[config.mk]
export PLATFORM = sky130hd
export DESIGN_NAME = mem_access_arbiter
export DESIGN_NICKNAME = d
export VERILOG_FILES = /design/src/rtl/mem_access_arbiter.sv
export SDC_FILE = /design/constraint.sdc
export NUM_CORES = 1
export LEC_CHECK = 0
export CAP_MARGIN = 20
export CELL_PAD_IN_SITES_DETAIL_PLACEMENT = 1
export CELL_PAD_IN_SITES_GLOBAL_PLACEMENT = 1
export CORE_ASPECT_RATIO = 0.5
export CORE_UTILIZATION = 28
export DETAILED_ROUTE_END_ITERATION = 8
export GPL_TIMING_DRIVEN = 0
export PLACE_DENSITY = 0.76
export SYNTH_ARGS = -nofsm -noshare
export SYNTH_HDL_FRONTEND = slang
export SYNTH_SLANG_ARGS = --single-unit
[constraint.sdc]
create_clock -name clk -period 1.9 [get_ports clk]
set_clock_uncertainty 0.1 [all_clocks]
set_input_delay 0.38 -clock clk [delete_from_list [all_inputs] [get_ports clk]]
set_output_delay 0.38 -clock clk [all_outputs]
set_load 0.01 [all_outputs]
[src/rtl/mem_access_arbiter.sv]
// -----------------------------------------------------------------------------
// mem_access_arbiter
//
// Shares the Load and Store memory-transfer FSMs, and their MAR/MDR/memory
// path, between two requesters:
//   requester 0 = fetch unit
//   requester 1 = execute unit
//
// Operation
//   - One requester is granted at a time. Simultaneous requests are resolved
//     round-robin.
//   - The owner's register selects are latched and forwarded to both FSMs.
//   - A one-cycle start pulse goes to the Load FSM or the Store FSM.
//   - The arbiter waits for that FSM's done, then returns a one-cycle ack to
//     the owner.
//
// All outputs decode from registered state only (Moore). There is no
// combinational path from any input to any output.
//
// Optional feature (macro MEM_TIMEOUT_EN)
//   - A WAIT-state watchdog aborts a transfer after TIMEOUT cycles without
//     done.
//   - The abort is reported as an ack with err=1 in the same cycle.
//   - When the macro is undefined, WAIT holds until done and err is tied 0.
//
// Parameters
//   REG_W    width of the Ri/Rj register-select fields
//   TIMEOUT  WAIT cycles before abort (MEM_TIMEOUT_EN only), 2..2**TO_W-1
//   TO_W     width of the timeout counter
//
// Ports
//   clk, reset               clock; synchronous active-high reset
//   req0/we0/ri0/rj0         requester 0: request, store(1)/load(0), Ri, Rj
//   req1/we1/ri1/rj1         requester 1: same fields
//   load_done, store_done    done pulses from the Load / Store FSMs
//   load_start, store_start  one-cycle start pulses to the Load / Store FSMs
//   Ri, Rj                   latched register selects of the current owner
//   ack0, ack1               one-cycle completion pulses to each requester
//   owner                    index of the current owner (valid while busy)
//   busy                     high in every state except IDLE
//   err                      timeout flag, coincident with the ack
// -----------------------------------------------------------------------------
module mem_access_arbiter #(
  parameter int REG_W   = 6,
  parameter int TIMEOUT = 64,
  parameter int TO_W    = 7
) (
  input  logic             clk,
  input  logic             reset,
  input  logic             req0,
  input  logic             we0,
  input  logic [REG_W-1:0] ri0,
  input  logic [REG_W-1:0] rj0,
  input  logic             req1,
  input  logic             we1,
  input  logic [REG_W-1:0] ri1,
  input  logic [REG_W-1:0] rj1,
  input  logic             load_done,
  input  logic             store_done,
  output logic             load_start,
  output logic             store_start,
  output logic [REG_W-1:0] Ri,
  output logic [REG_W-1:0] Rj,
  output logic             ack0,
  output logic             ack1,
  output logic             owner,
  output logic             busy,
  output logic             err
);

  typedef enum logic [1:0] {
    IDLE  = 2'd0,
    START = 2'd1,
    WAIT  = 2'd2,
    ACK   = 2'd3
  } state_t;

  // Reject a TIMEOUT the counter cannot reach, or one too short to be useful.
  if (TIMEOUT < 2 || TIMEOUT > (2**TO_W) - 1) begin : g_bad_timeout
    $error("mem_access_arbiter: TIMEOUT out of range for TO_W");
  end

  state_t           state;
  state_t           state_nx;
  logic             rr_ptr;
  logic             owner_q;
  logic             we_q;
  logic [REG_W-1:0] ri_q;
  logic [REG_W-1:0] rj_q;
  logic             any_req;
  logic             grant_id;
  logic             sel_done;
  logic             timeout_hit;
  logic             err_q;

  assign any_req = req0 | req1;

  // With only one request pending, that request wins; with both pending,
  // the round-robin pointer decides.
  assign grant_id = (req0 && req1) ? rr_ptr : req1;

  // Only the done of the FSM that was actually started may end WAIT.
  assign sel_done = we_q ? store_done : load_done;

`ifdef MEM_TIMEOUT_EN
  logic [TO_W-1:0] to_cnt;

  assign timeout_hit = (to_cnt == TO_W'(TIMEOUT - 1)) && !sel_done;

  always_ff @(posedge clk) begin
    if (reset) begin
      to_cnt <= '0;
      err_q  <= 1'b0;
    end else begin
      case (state)
        START: begin
          to_cnt <= '0;
          err_q  <= 1'b0;
        end
        WAIT: begin
          if (timeout_hit) err_q  <= 1'b1;
          else             to_cnt <= to_cnt + 1'b1;
        end
        default: ;
      endcase
    end
  end
`else
  assign timeout_hit = 1'b0;
  assign err_q       = 1'b0;
`endif

  // State register.
  always_ff @(posedge clk) begin
    // NOTE: non-blocking assignments in clocked blocks. Every register samples
    // pre-edge values, so results never depend on block evaluation order.
    if (reset) state <= IDLE;
    else       state <= state_nx;
  end

  // Next-state logic and Moore output decode.
  always_comb begin
    // NOTE: every signal driven here is given a default first. That way no
    // path through the case statement leaves one unassigned and infers a
    // latch.
    state_nx    = state;
    load_start  = 1'b0;
    store_start = 1'b0;
    ack0        = 1'b0;
    ack1        = 1'b0;
    err         = 1'b0;
    busy        = (state != IDLE);

    case (state)
      IDLE: begin
        if (any_req) state_nx = START;
      end
      START: begin
        store_start = we_q;
        load_start  = ~we_q;
        state_nx    = WAIT;
      end
      WAIT: begin
        if (sel_done || timeout_hit) state_nx = ACK;
      end
      ACK: begin
        ack0     = ~owner_q;
        ack1     = owner_q;
        err      = err_q;
        state_nx = IDLE;
      end
      default: state_nx = IDLE;
    endcase
  end

  // Grant latches and round-robin pointer. The latches change only on a
  // grant, so Ri/Rj stay stable for the whole transfer.
  always_ff @(posedge clk) begin
    if (reset) begin
      rr_ptr  <= 1'b0;
      owner_q <= 1'b0;
      we_q    <= 1'b0;
      ri_q    <= '0;
      rj_q    <= '0;
    end else begin
      if (state == IDLE && any_req) begin
        owner_q <= grant_id;
        we_q    <= grant_id ? we1 : we0;
        ri_q    <= grant_id ? ri1 : ri0;
        rj_q    <= grant_id ? rj1 : rj0;
      end
      if (state == ACK) rr_ptr <= ~owner_q;
    end
  end

  assign Ri    = ri_q;
  assign Rj    = rj_q;
  assign owner = owner_q;

endmodule

==> metrics.txt, run 1 <==
# TYPE chip_impl_metric gauge
chip_impl_metric{name="clock.fmax",unit="MHz"} 559
chip_impl_metric{name="route.detailed.vias_per_inst",unit=""} 4.70
chip_impl_info{name="clock_tree.root_cell",value="clkbuf_8"} 1
chip_impl_info{name="timing.rr.start",value="state[0]$_SDFFE_PP0P_"} 1
chip_impl_metric{name="totalWireLength",unit="um"} 2840
chip_impl_metric{name="postLayoutCoreUtil",unit="%"} 49.3
chip_impl_info{name="timing_worst_setup_path_type",value="register to output pin"} 1
chip_impl_metric{name="clk_pin_slew",unit="ns"} 0.07
chip_impl_metric{name="design.portCount",unit=""} 51
chip_impl_metric{name="drv_cap",unit=""} 0
chip_impl_metric{name="die_height",unit="um"} 44.4
chip_impl_metric{name="p_leak",unit="nW"} 0.590
chip_impl_metric{name="layout-drive-gt1-share",unit="%"} 16.3
chip_impl_metric{name="ys_seq_elements",unit=""} 17
chip_impl_metric{name="synth_cells",unit=""} 109
chip_impl_info{name="synth_top_cells_by_area",value="dfxtp_1 34%, a311oi_2 15%, nand3b_1 9.7%"} 1
chip_impl_metric{name="finalSetupViolCount",unit=""} 0
chip_impl_info{name="end_kind",value="output pin"} 1
chip_impl_metric{name="synth-compound-area-share",unit="%"} 27.7
chip_impl_metric{name="gp_routability_congestion",unit=""} 0.733
chip_impl_info{name="hold_path_startpoint",value="req1"} 1
chip_impl_metric{name="die_width",unit="um"} 86.9
chip_impl_metric{name="whs_path_depth",unit=""} 3
chip_impl_metric{name="critPathRequiredTime",unit="ns"} 1.42
chip_impl_metric{name="drc",unit=""} 0
chip_impl_metric{name="grt_overflow",unit=""} 0
chip_impl_metric{name="cell_area_placed",unit="um^2"} 1540
chip_impl_metric{name="synth-adder-area-share",unit="%"} 4.96
chip_impl_metric{name="layout.cell_area.non_filler",unit="um^2"} 1580
chip_impl_metric{name="vias",unit=""} 977
chip_impl_metric{name="layout.area.seq",unit="um^2"} 342
chip_impl_metric{name="synth.net_count",unit=""} 145
chip_impl_metric{name="dp_slack",unit="ns"} -0.0416
chip_impl_metric{name="cellPowerDensity",unit="nW/um^2"} 1150
chip_impl_info{name="tritoncts",value="done"} 1
chip_impl_metric{name="timing.setup.tns",unit="ns"} 0
chip_impl_metric{name="wire_per_inst",unit="um"} 13.6
chip_impl_metric{name="synthDominantCellAreaShare",unit="%"} 33.7
chip_impl_metric{name="area.growth.synth_to_final",unit="%"} 56.6
chip_impl_metric{name="layout_min_cycle_time",unit="ns"} 1.79
chip_impl_metric{name="layout_setup_ws",unit="ns"} 0.112
chip_impl_metric{name="irDropWorstVdd",unit="uV"} 424
chip_impl_metric{name="drtPass1Iterations",unit=""} 4
chip_impl_metric{name="grt_pass1_vias",unit=""} 912
chip_impl_metric{name="tot_gr_track_use",unit="%"} 15.5
chip_impl_metric{name="yosysWarningCount",unit=""} 0
chip_impl_metric{name="final_max_slew_viol_count",unit=""} 0
chip_impl_info{name="critPathLaunchType",value="register"} 1
chip_impl_metric{name="fin_crit_sh",unit="%"} 94.1
chip_impl_info{name="dominant_combinational_cell_family_by_area_after_synthesis",value="compound AO/OA/AOI/OAI gates"} 1
chip_impl_metric{name="avgSynthCellArea",unit="um^2"} 9.25
chip_impl_metric{name="port_buffers",unit=""} 47
chip_impl_metric{name="synth.area.mux_share",unit="%"} 1.99
chip_impl_metric{name="initialDrtViolationCount",unit=""} 25
chip_impl_metric{name="path_max_fanout",unit=""} 4
chip_impl_metric{name="cts_inserted_buffers",unit=""} 3
chip_impl_metric{name="fp.coreArea",unit="um^2"} 3210
chip_impl_metric{name="largest_net_degree_at_the_start_of_global_routing",unit=""} 11
chip_impl_metric{name="worstSkewPairLatency",unit="ns"} 0.25
chip_impl_info{name="layout.cells.most_common",value="clkdlybuf4s50_1"} 1
chip_impl_metric{name="finalPower",unit="mW"} 1.82
chip_impl_metric{name="synth_simple_gate_area_share",unit="%"} 20.7
chip_impl_metric{name="num_antenna_cells",unit=""} 0
chip_impl_metric{name="die_area",unit="um^2"} 3860
chip_impl_metric{name="holdBufCountCts",unit=""} 0
chip_impl_metric{name="post_route_antenna_net_violation_count",unit=""} 0
chip_impl_info{name="yosysTopAreaCell",value="dfxtp_1"} 1
chip_impl_metric{name="filler_cell_count",unit=""} 371
chip_impl_metric{name="multi_input_comb_area",unit="um^2"} 562
chip_impl_metric{name="dpl.hpwl",unit="um"} 2230
chip_impl_info{name="status",value="complete, no violations"} 1
chip_impl_metric{name="crit_arrival",unit="ns"} 1.31
chip_impl_metric{name="clock_tree.buffer_depth",unit=""} 2
chip_impl_metric{name="global_route_wire_length_before_repair",unit="um"} 4420
chip_impl_metric{name="synth_cell_types",unit=""} 26
chip_impl_metric{name="synthXorXnorAreaFrac",unit="%"} 0
chip_impl_metric{name="grt_antenna_before_repair",unit=""} 0
chip_impl_info{name="worst_setup_path_startpoint",value="state[0]$_SDFFE_PP0P_"} 1
chip_impl_metric{name="timing.final.hold_violations",unit=""} 0
chip_impl_metric{name="finish.net_count",unit=""} 197
chip_impl_metric{name="num_rows",unit=""} 14
chip_impl_metric{name="initial_core_utilization",unit="%"} 31.5
chip_impl_metric{name="post_synthesis_cell_area",unit="um^2"} 1010
chip_impl_info{name="layout_common_cells",value="42 x clkdlybuf4s50_1, 17 x nor2_1, 16 x dfxtp_1"} 1
chip_impl_info{name="rsz0062_at_grt",value="no"} 1
chip_impl_metric{name="cts_htree_levels",unit=""} 1
chip_impl_metric{name="ff2ff_path_depth",unit=""} 7
chip_impl_metric{name="synth_seq_area_share",unit="%"} 33.7
chip_impl_info{name="hold_class",value="input port to register"} 1
chip_impl_metric{name="clkSinkCount",unit=""} 17
[final cells by class]
cell class              count  area share, %
inverters                   6           1.43
plain buffers              11           5.31
repair buffers             47           29.4
flip-flops and latches     17           21.6
multi-input cells          75           35.6
clock buffers               4           2.85
well taps                  48           3.80
[per-stage QoR]
step                      hold slack, ns  cells
after floorplan                    0.348    109
after global placement             0.378    204
after detailed placement           0.383    204
after CTS                          0.338    208
after global routing               0.344    208
final                              0.337    208
[final timing paths]
check,slack (ns),to
worst min-delay path,0.34,Rj[3]$_SDFFE_PP0P_
worst max register to register,0.31,Rj[0]$_SDFFE_PP0P_
worst max-delay path,0.11,busy
worst min register to register,0.40,rr_ptr$_SDFFE_PP0N_
[per-layer routing]
layer  up-vias  GRT usage [%]  wire length [um]
met5         -              0                 0
met4         0           4.00                19
met1       466           21.4              1390
li1        490              -                 -
met3         2           3.36                79
met2        19           24.9              1340
[power breakdown]
part	leakage, nW	internal [mW]	switching (mW)
Combinational	0.427	0.517	0.460
Clock	0.0228	0.149	0.123
Sequential	0.141	0.488	0.0792
Total	0.590	1.15	0.663
[flip-flops by register name, indices dropped and copies added, names as in the netlist]
name    cells
Rj          6
state       2
rr_ptr      1
owner       1
Ri          6
we_q        1
[cell usage after synthesis (all sizes together)]
cell type	number
nor2b	3
nor2	17
and2b	1
inv	6
o32ai	1
a22o	1
a21oi	1
o21ai	13
nand2b	2
buf	9
a311oi	13
mux2i	2
a211oi	1
nand3b	13
o21a	1
ha	4
and2	1
dfxtp	17
conb	1
clkbuf	2
[cell families after synthesis]
group	count (synthesis)
AND/OR/NAND/NOR	37
AO/OA/AOI/OAI	31
multiplexers	2
flip-flops	17
other	1
buffers and inverters	17
adder cells (fa/ha/maj)	4
[critical path, stage by stage (launching register included)]
cell	delay [ns]
dfxtp_1	0.36
inv_1	0.09
ha_1	0.25
inv_1	0.08
dlygate4sd2_1	0.27
[what timing repair did]
action,in CTS,in global routing
endpoints found under the setup margin,5,0
endpoints found under the hold margin,0,0
gates resized for setup,6,0
buffers inserted,0,0
No activity file was read; power rests on OpenSTA's default activity.
==> run 2, diff against run 1 <==
--- a/config.mk
+++ b/config.mk
@@ -13,6 +13,7 @@
 export DETAILED_ROUTE_END_ITERATION = 8
 export GPL_TIMING_DRIVEN = 0
 export PLACE_DENSITY = 0.76
+export SLEW_MARGIN = 20
 export SYNTH_ARGS = -nofsm -noshare
 export SYNTH_HDL_FRONTEND = slang
 export SYNTH_SLANG_ARGS = --single-unit
==> results of run 2 <==
Same layout as run 1: the final DEF is identical, and so are final timing and power.
